## config.mk

```make
export PLATFORM = sky130hd
export DESIGN_NAME = seq_skip_adder
export DESIGN_NICKNAME = d
export VERILOG_FILES = /design/src/rtl/seq_skip_adder_pkg.sv /design/src/rtl/seq_skip_adder_skip_block.sv /design/src/rtl/seq_skip_adder.sv
export SDC_FILE = /design/constraint.sdc
export NUM_CORES = 1
export LEC_CHECK = 0
export BUFFER_PORTS_ARGS = -buffer_cell sky130_fd_sc_hd__buf_4
export CAP_MARGIN = 20
export CORE_MARGIN = 2
export CORE_UTILIZATION = 50
export CTS_BUF_LIST = sky130_fd_sc_hd__clkbuf_4 sky130_fd_sc_hd__clkbuf_8
export DETAILED_ROUTE_END_ITERATION = 12
export GPL_TIMING_DRIVEN = 0
export PLACE_DENSITY = 0.74
export SLEW_MARGIN = 25
export SYNTH_ARGS = -nofsm -noshare
export SYNTH_HDL_FRONTEND = slang
export SYNTH_SLANG_ARGS = --single-unit
```

## constraint.sdc

```tcl
create_clock -name clk_i -period 4.8 [get_ports clk_i]
set_input_delay 0.48 -clock clk_i [delete_from_list [all_inputs] [get_ports clk_i]]
set_output_delay 0.48 -clock clk_i [all_outputs]
set_load 0.005 [all_outputs]
```

## src/rtl/seq_skip_adder_pkg.sv

```systemverilog
// Shared types and defaults for the multi-cycle carry-skip adder.
package seq_skip_adder_pkg;

    localparam int DEF_WIDTH = 32;
    localparam int DEF_BLK_W = 4;

    typedef enum logic [1:0] {
        ST_IDLE,
        ST_RUN,
        ST_DONE
    } state_t;

    typedef enum logic [1:0] {
        BLK_KILL,
        BLK_GEN,
        BLK_PROP
    } gkp_t;

    function automatic gkp_t classify(input logic p, input logic ripple_cout);
        if (p)
            return BLK_PROP;
        else if (ripple_cout)
            return BLK_GEN;
        else
            return BLK_KILL;
    endfunction

endpackage

```

## src/rtl/seq_skip_adder_skip_block.sv

```systemverilog
// One carry-skip block: BLK_W-bit ripple adder plus group-propagate bypass of the carry.
module skip_block
    import seq_skip_adder_pkg::*;
#(
    parameter int BLK_W = DEF_BLK_W
) (
    input  logic [BLK_W-1:0] a,
    input  logic [BLK_W-1:0] b,
    input  logic             cin,
    output logic [BLK_W-1:0] sum,
    output logic             cout,
    output logic             p
);

    logic [BLK_W-1:0] prop;
    logic [BLK_W:0]   c;
    gkp_t             cls;

    always_comb begin
        prop = a ^ b;
        c    = '0;
        c[0] = cin;
        for (int i = 0; i < BLK_W; i++)
            c[i+1] = (a[i] & b[i]) | (prop[i] & c[i]);
        sum = prop ^ c[BLK_W-1:0];
        p   = &prop;
        // With P=0 the ripple carry-out no longer depends on cin, so it is a pure G/K decision.
        cls  = classify(p, c[BLK_W]);
        cout = 1'b0;
        unique case (cls)
            BLK_PROP: cout = cin;
            BLK_GEN:  cout = 1'b1;
            default:  cout = 1'b0;
        endcase
    end

endmodule

```

## src/rtl/seq_skip_adder.sv

```systemverilog
// Sequential carry-skip adder: resolves one BLK_W-bit block per cycle with valid/ready handshakes.
// state | meaning
// IDLE  | ready for an operand pair
// RUN   | resolving block blk_idx from the registered carry
// DONE  | result held until the consumer accepts it
module seq_skip_adder
    import seq_skip_adder_pkg::*;
#(
    parameter int WIDTH = DEF_WIDTH,
    parameter int BLK_W = DEF_BLK_W
) (
    input  logic                                 clk_i,
    input  logic                                 rst_ni,
    input  logic                                 in_valid_i,
    output logic                                 in_ready_o,
    input  logic [WIDTH-1:0]                     a_i,
    input  logic [WIDTH-1:0]                     b_i,
    input  logic                                 cin_i,
    output logic                                 out_valid_o,
    input  logic                                 out_ready_i,
    output logic [WIDTH-1:0]                     sum_o,
    output logic                                 cout_o,
    output logic                                 ovf_o,
    output logic [$clog2(WIDTH/BLK_W+1)-1+1-1+1-1:0] skip_cnt_o
);

    localparam int NBLK  = WIDTH / BLK_W;
    localparam int IDX_W = (NBLK > 1) ? $clog2(NBLK) : 1;
    localparam int CNT_W = $clog2(NBLK) + 1;

    state_t           state;
    logic [WIDTH-1:0] a_q, b_q;
    logic             carry_q;
    logic [IDX_W-1:0] blk_idx;

    logic [BLK_W-1:0] blk_a, blk_b, blk_sum;
    logic             blk_cout, blk_p;

    always_comb begin
        blk_a = a_q[blk_idx*BLK_W +: BLK_W];
        blk_b = b_q[blk_idx*BLK_W +: BLK_W];
    end

    skip_block #(.BLK_W(BLK_W)) u_blk (
        .a    (blk_a),
        .b    (blk_b),
        .cin  (carry_q),
        .sum  (blk_sum),
        .cout (blk_cout),
        .p    (blk_p)
    );

    always_ff @(posedge clk_i or negedge rst_ni) begin
        if (!rst_ni) begin
            state       <= ST_IDLE;
            a_q         <= '0;
            b_q         <= '0;
            carry_q     <= 1'b0;
            blk_idx     <= '0;
            in_ready_o  <= 1'b1;
            out_valid_o <= 1'b0;
            sum_o       <= '0;
            cout_o      <= 1'b0;
            ovf_o       <= 1'b0;
            skip_cnt_o  <= '0;
        end else begin
            unique case (state)
                ST_IDLE: begin
                    if (in_valid_i) begin
                        a_q        <= a_i;
                        b_q        <= b_i;
                        carry_q    <= cin_i;
                        blk_idx    <= '0;
                        skip_cnt_o <= '0;
                        sum_o      <= '0;
                        cout_o     <= 1'b0;
                        ovf_o      <= 1'b0;
                        in_ready_o <= 1'b0;
                        state      <= ST_RUN;
                    end
                end
                ST_RUN: begin
                    sum_o[blk_idx*BLK_W +: BLK_W] <= blk_sum;
                    carry_q    <= blk_cout;
                    skip_cnt_o <= skip_cnt_o + CNT_W'(blk_p);
                    if (blk_idx == IDX_W'(NBLK - 1)) begin
                        cout_o      <= blk_cout;
                        ovf_o       <= (a_q[WIDTH-1] == b_q[WIDTH-1]) &&
                                       (blk_sum[BLK_W-1] != a_q[WIDTH-1]);
                        out_valid_o <= 1'b1;
                        state       <= ST_DONE;
                    end else begin
                        blk_idx <= blk_idx + 1'b1;
                    end
                end
                ST_DONE: begin
                    if (out_ready_i) begin
                        out_valid_o <= 1'b0;
                        in_ready_o  <= 1'b1;
                        state       <= ST_IDLE;
                    end
                end
                default: state <= ST_IDLE;
            endcase
        end
    end

endmodule

```

Yosys cells after proc, flatten, opt, wreduce, memory -nomap -nowiden
Index checks and enable logic that the tools add are counted.
{"block": "word_totals", "latchBits": 0, "ram_bits": 0, "output_inout_bits": 40, "mem_bits_ro": 0, "word_cells": 83, "mem_count": 0, "register_bits": 110}
{"block": "op_classes", "multipliers": 0, "n_lt_le_gt_ge": 0, "n_shift": 4, "div_mod_pow": 0, "add_sub_neg": 3, "n_eq_ne": 11, "mux": 27, "n_reduce_logical": 13, "bitwise_logic": 14}
{"op": "$pmux 32 s2", "count": 1}
{"op": "$shiftx 32x6->4", "count": 2}
{"op": "$neg 5->34", "count": 1}
{"op": "$shift 4x34->32 const A", "count": 1}
{"op": "$shiftx 4x34->32", "count": 1}
{"op": "$bwmux 32", "count": 1}
{"op": "$mux 32", "count": 1}
{"op": "$reduce_and 3->1", "count": 5}
{"op": "$pmux 1 s2", "count": 6}
{"op": "$and 1x1->1", "count": 8}
{"op": "$mux 1", "count": 8}
{"op": "$mux 2", "count": 4}
{"op": "$ne 2x2->1 const B", "count": 4}
{"op": "$pmux 4 s2", "count": 1}
{"op": "$xor 4x4->4", "count": 2}
{"op": "$mux 3", "count": 2}
{"op": "$pmux 2 s3", "count": 1}
{"op": "$pmux 3 s2", "count": 1}
{"op": "$reduce_bool 2->1", "count": 3}
{"op": "$add 4x1->4", "count": 1}
{"op": "$eq 2x1->1 const B", "count": 2}
{"op": "$eq 2x2->1 const B", "count": 2}
{"op": "$mux 4", "count": 1}
{"op": "$or 1x1->1", "count": 4}
{"op": "other kinds (8)", "count": 9}

Longest topological paths before layout
{"block": "depth", "depth_word": 16, "mapped_depth": 14}

Hierarchy
From an unflattened synthesis, not the netlist that was laid out.
{"block": "unflattened", "hier_cells": 533, "area_unflattened_um2": 5337.6}
{"mod": "seq_skip_adder", "seq_area_each_um2": 2753.9, "n_inst": 1, "area_each_um2": 5152.4, "cells_per_inst": 514}
{"mod": "skip_block", "seq_area_each_um2": 0.0, "n_inst": 1, "area_each_um2": 185.2, "cells_per_inst": 19}

Worst setup path after synthesis
OpenSTA, ideal clock, no wires.
{"block": "synth_path", "kind": "register -> register", "from": "register blk_idx[0]", "to": "register ovf_o", "synth_period_minus_slack_ns": 3.325, "stages_incl_launch_ff": 14, "t_arrival_ns": 3.196, "setup_slack_ns": 1.475, "path_buffers": 1, "path_cell_list": "dfrtp_1 buf_2 mux4_2 nand2_1 nand2_1 fa_1 inv_1 fa_1 fa_1 inv_1 fa_1 and3b_1 a21oi_1 o21ai_0"}
{"block": "synth_between", "elab_chain_cells": 13, "elab_cells_between_ends": 20, "classes_between": "eq/ne: 3; shift: 2; mux: 2; bitwise: 11; reduce/logical: 2"}
{"element": "from (decl)", "line": "seq_skip_adder.sv:34", "source": "logic [IDX_W-1:0] blk_idx;"}
{"element": "from (signal assigned)", "line": "seq_skip_adder.sv:93", "source": "blk_idx <= blk_idx + 1'b1;"}
{"element": "$shiftx 32x6->4, on equally long branches", "line": "seq_skip_adder.sv:40, seq_skip_adder.sv:41"}
{"element": "$xor 4x4->4", "line": "seq_skip_adder_skip_block.sv:20", "source": "prop = a ^ b;"}
{"element": "$and 1x1->1", "line": "seq_skip_adder_skip_block.sv:24", "source": "c[i+1] = (a[i] & b[i]) | (prop[i] & c[i]);"}
{"element": "$or 1x1->1", "line": "seq_skip_adder_skip_block.sv:24"}
{"element": "$and 1x1->1", "line": "seq_skip_adder_skip_block.sv:24"}
{"element": "$or 1x1->1", "line": "seq_skip_adder_skip_block.sv:24"}
{"element": "$and 1x1->1", "line": "seq_skip_adder_skip_block.sv:24"}
{"element": "$or 1x1->1", "line": "seq_skip_adder_skip_block.sv:24"}
{"element": "$xor 4x4->4", "line": "seq_skip_adder_skip_block.sv:25", "source": "sum = prop ^ c[BLK_W-1:0];"}
{"element": "$ne 1x1->1", "line": "seq_skip_adder.sv:89", "source": "(blk_sum[BLK_W-1] != a_q[WIDTH-1]);"}
{"element": "$logic_and 1x1->1", "line": "seq_skip_adder.sv:88", "source": "ovf_o <= (a_q[WIDTH-1] == b_q[WIDTH-1]) &&"}
{"element": "$mux 1", "line": "seq_skip_adder.sv:86", "source": "if (blk_idx == IDX_W'(NBLK - 1)) begin"}
{"element": "$pmux 1 s2", "line": "seq_skip_adder.sv:67", "source": "unique case (state)"}
{"element": "to (signal assigned)", "line": "seq_skip_adder.sv:88"}
{"element": "to (decl)", "line": "seq_skip_adder.sv:23", "source": "output logic ovf_o,"}
Parallel ways exist; a longest one is shown, timed or not. The select of a mux whose other input is x is not followed.
A chain may end at the register's enable or synchronous reset.

Final worst setup path
{"block": "layout_path", "from": "register blk_idx[1]", "to": "register ovf_o"}
Same word-level chain as after synthesis.

==> key figures <==
Status
  – Status: finished clean

Global route
  – GRT Total Usage: 22.4%
  – Vias in the first global route: 4,094
  – Largest net degree at the start of global routing: 111
  – First-pass GRT wire length: 19,800 um
  – GR Overflow Total: 0
  – Initial antenna violation count: 0

Floorplanning
  – Die outline height: 106 um
  – Initial Util: 50.8%
  – IO Count: 109
  – Die width: 106 um
  – Core ar.: a little over 0.01 mm^2
  – Die area: about 0.011 mm^2
  – Rows: 37

Yosys
  – Synth Instances: 515
  – Syn nets: 601
  – Main combinational cell family by area after synthesis: simple AND/OR/NAND/NOR gates
  – Synthesized flop and latch total: 110
  – Async set-reset flop share out of synthesis: 100%
  – Sequential fraction of the synthesis area: 53.0%
  – Syn Area/Cell: 10.1 um^2
  – Synth Area in Adders: 4.67%
  – Main synth FF type: dfrtp_1
  – Commonest cells post-synth: 236 x nand2_1, 109 x dfrtp_1, 16 x mux4_2, 16 x o2bb2ai_1, 13 x ha_1
  – Synth Area in Simple Gates: 22.0%
  – Mapped cell area: 0.00520 mm^2
  – Largest area contributor in the netlist: dfrtp_1
  – Compound-gate portion of the synthesized area: 6.81%
  – Xor/xnor cell area share of the yosys netlist: 0.168%
  – Synth area leaders: dfrtp_1 52%, nand2_1 17%, mux4_2 6.9%, ha_1 3.1%, o2bb2ai_1 2.7%
  – Cell with the most instances after synthesis: nand2_1
  – Number of synthesized flops with an enable pin: 0
  – Ys Warns: 0
  – Distinct cells, synth: 42
  – Post-synthesis mux area share: 9.07%
  – Top cell type's share of synthesized area: 52.5%

Placed design
  – Gpl congestion: a little over 0.8
  – Place WS: 1.02 ns
  – Input/output buffers: 108
  – Number of instances in the placed design: roughly 760
  – Placed wire-length estimate: 8630 um

Clock network
  – Clock transition at the registers of the reported paths: 0.11 ns
  – Post-cts sizing count: 0
  – H-tree levels: 3
  – CTS max path bufs: 2
  – Worst skew pair latency: 0.37 ns
  – Root Buffer: clkbuf_8
  – CTS sink cnt: 110
  – CTS tree: yes
  – Setup Buffers After CTS: 0
  – # hold bufs at CTS: 0
  – CTS Buf Count: 9

STA
  – Final Hold Vio Count: 0
  – Setup-failing EPs final: 0
  – Min Tclk post-route: 3.82 ns
  – Setup TNS: 0 ns
  – Crit share post-route: 79.7%
  – Final critical-path setup slack: a little under 1 ns
  – Clock skew: 0.0160 ns
  – Fin. max-slew vios: 0
  – RSZ-0062 raised after global routing: no
  – Worst slew margin: 42.8%
  – Fmax: ~0.26 GHz
  – Slew @ Worst Pin: 0.858 ns

Cells and area
  – Nets: 720
  – Antenna diodes: 0
  – Post-Layout Cell Count: ~780
  – Area growth, synth to finish: 23.3%
  – Ratio of cells with drive above 1 in the final layout: 26.3%

Detailed routing
  – DR DRC count: 0
  – Routed wire per std cell: 15.2 um
  – Antenna Nets Post-Route: 0
  – Vias after detailed routing: 4,042
  – 1st-pass router iterations: 4
  – Total routed wirelength: 11,800 um
  – Drt via density: between 5 and 6
  – Initial DRC count: 194

Setup path
  – Crit. End Element: flip-flop
  – Worst Setup Path Type: reg2reg
  – Worst EP required: 5.04 ns
  – Worst setup SP type: flip-flop
  – CP arrival: 4.07 ns
  – Crit-path max FO: 10

Pwr
  – Pwr/cell area: 697 mW/mm^2
  – VDD IR-drop max: 0.000466 V
  – Pleak: 3.39 nW
  – Pwr Total: about 4.5 mW

Worst hold path
  – Worst Hold Class: in2async

Run
  – Max-Cap Viols: 0
-- logic make-up (layout without fill, tap and decap cells) --
logic type                 count (synthesis)  count (layout)
buffers and inverters                     38             162
muxes                                     27              27
AOI/OAI and AO/OA                         47              47
adders and majority gates                 17              17
xor gates and xnor gates                   1               1
and+or+nand+nor                          275             275
DFF                                      110             110
-- where the power goes --
part	internal [mW]	switching, mW
sequential	1.32	0.237
combinational	0.984	1.31
clock	0.304	0.314
total	2.61	1.86
-- state kept, by name, indices dropped and copies added (netlist names) --
register     flops
sum_o           32
out_valid_o      1
blk_idx          3
cout_o           1
carry_q          1
skip_cnt_o       4
a_q             32
b_q             32
state            2
in_ready_o       1
ovf_o            1
-- critical path, stage by stage (launching register included) --
cell and delay [ns]:
dfrtp_1 0.45, buf_2 0.34, buf_2 0.37, mux4_2 0.37
nand2_1 0.08, nand2_1 0.10, fa_1 0.41, inv_1 0.08
fa_1 0.17, fa_1 0.16, inv_1 0.05, fa_1 0.71
and3b_1 0.22, a21oi_1 0.10, o21ai_0 0.09
-- placed cells by master (no fill, tap or decap), types with 4 or more instances in the layout --
master and count:
o2bb2ai_1 16, ha_1 13, a22o_1 10, inv_1 10
and2_1 8, buf_4 113, nor2_1 9, mux2i_1 10
a31oi_1 6, clkbuf_8 10, dfrtp_1 109, nand2_1 236
mux4_2 16, buf_2 9, buf_6 6, a21oi_1 4
fa_1 4, o21ai_0 7
-- per-layer routing --
| metal | up-vias | global-route usage [%] | wire length (um) |
|---|---|---|---|
| li1 | 1937 | - | - |
| met1 | 1982 | 31.0 | 5280 |
| met2 | 107 | 36.5 | 5780 |
| met3 | 16 | 3.74 | 589 |
| met4 | 0 | 7.33 | 145 |
| met5 | - | 0 | 0 |
-- final cells by class --
cell class / instances / area [um^2]
fill: 837 / 3820
sequential: 110 / 2750
multi-input combinational: 367 / 2220
timing repair buffer: 108 / 817
buffer: 27 / 181
tap: 136 / 170
clock buffer: 10 / 131
clock inverter: 6 / 91.3
inverter: 11 / 41.3
-- metrics by stage --
stage	util, %	area, um^2	hold slack (ns)
4_1_cts	62.6	6410	0.280
3_5_place_dp	60.4	6180	0.457
5_1_grt	62.6	6410	0.275
2_1_floorplan	-	5200	0.184
3_3_place_gp	60.4	6180	0.453
6_report	62.6	6410	0.183
-- worst paths after layout --
kind                       cells past startpoint  slack, ns  endpoint       start
setup / recovery                              14       0.98     ovf_o  blk_idx[1]
hold / removal                                 1       0.18  sum_o[3]      rst_ni
setup reg to reg                              14       0.98     ovf_o  blk_idx[1]
hold reg to reg                                2       0.48   b_q[15]     b_q[15]
max in group asynchronous                      1       4.00     ovf_o      rst_ni
min in group clk_i                             3       0.29   b_q[29]     b_i[29]
Note: power is estimated with default switching activity, not from simulation.
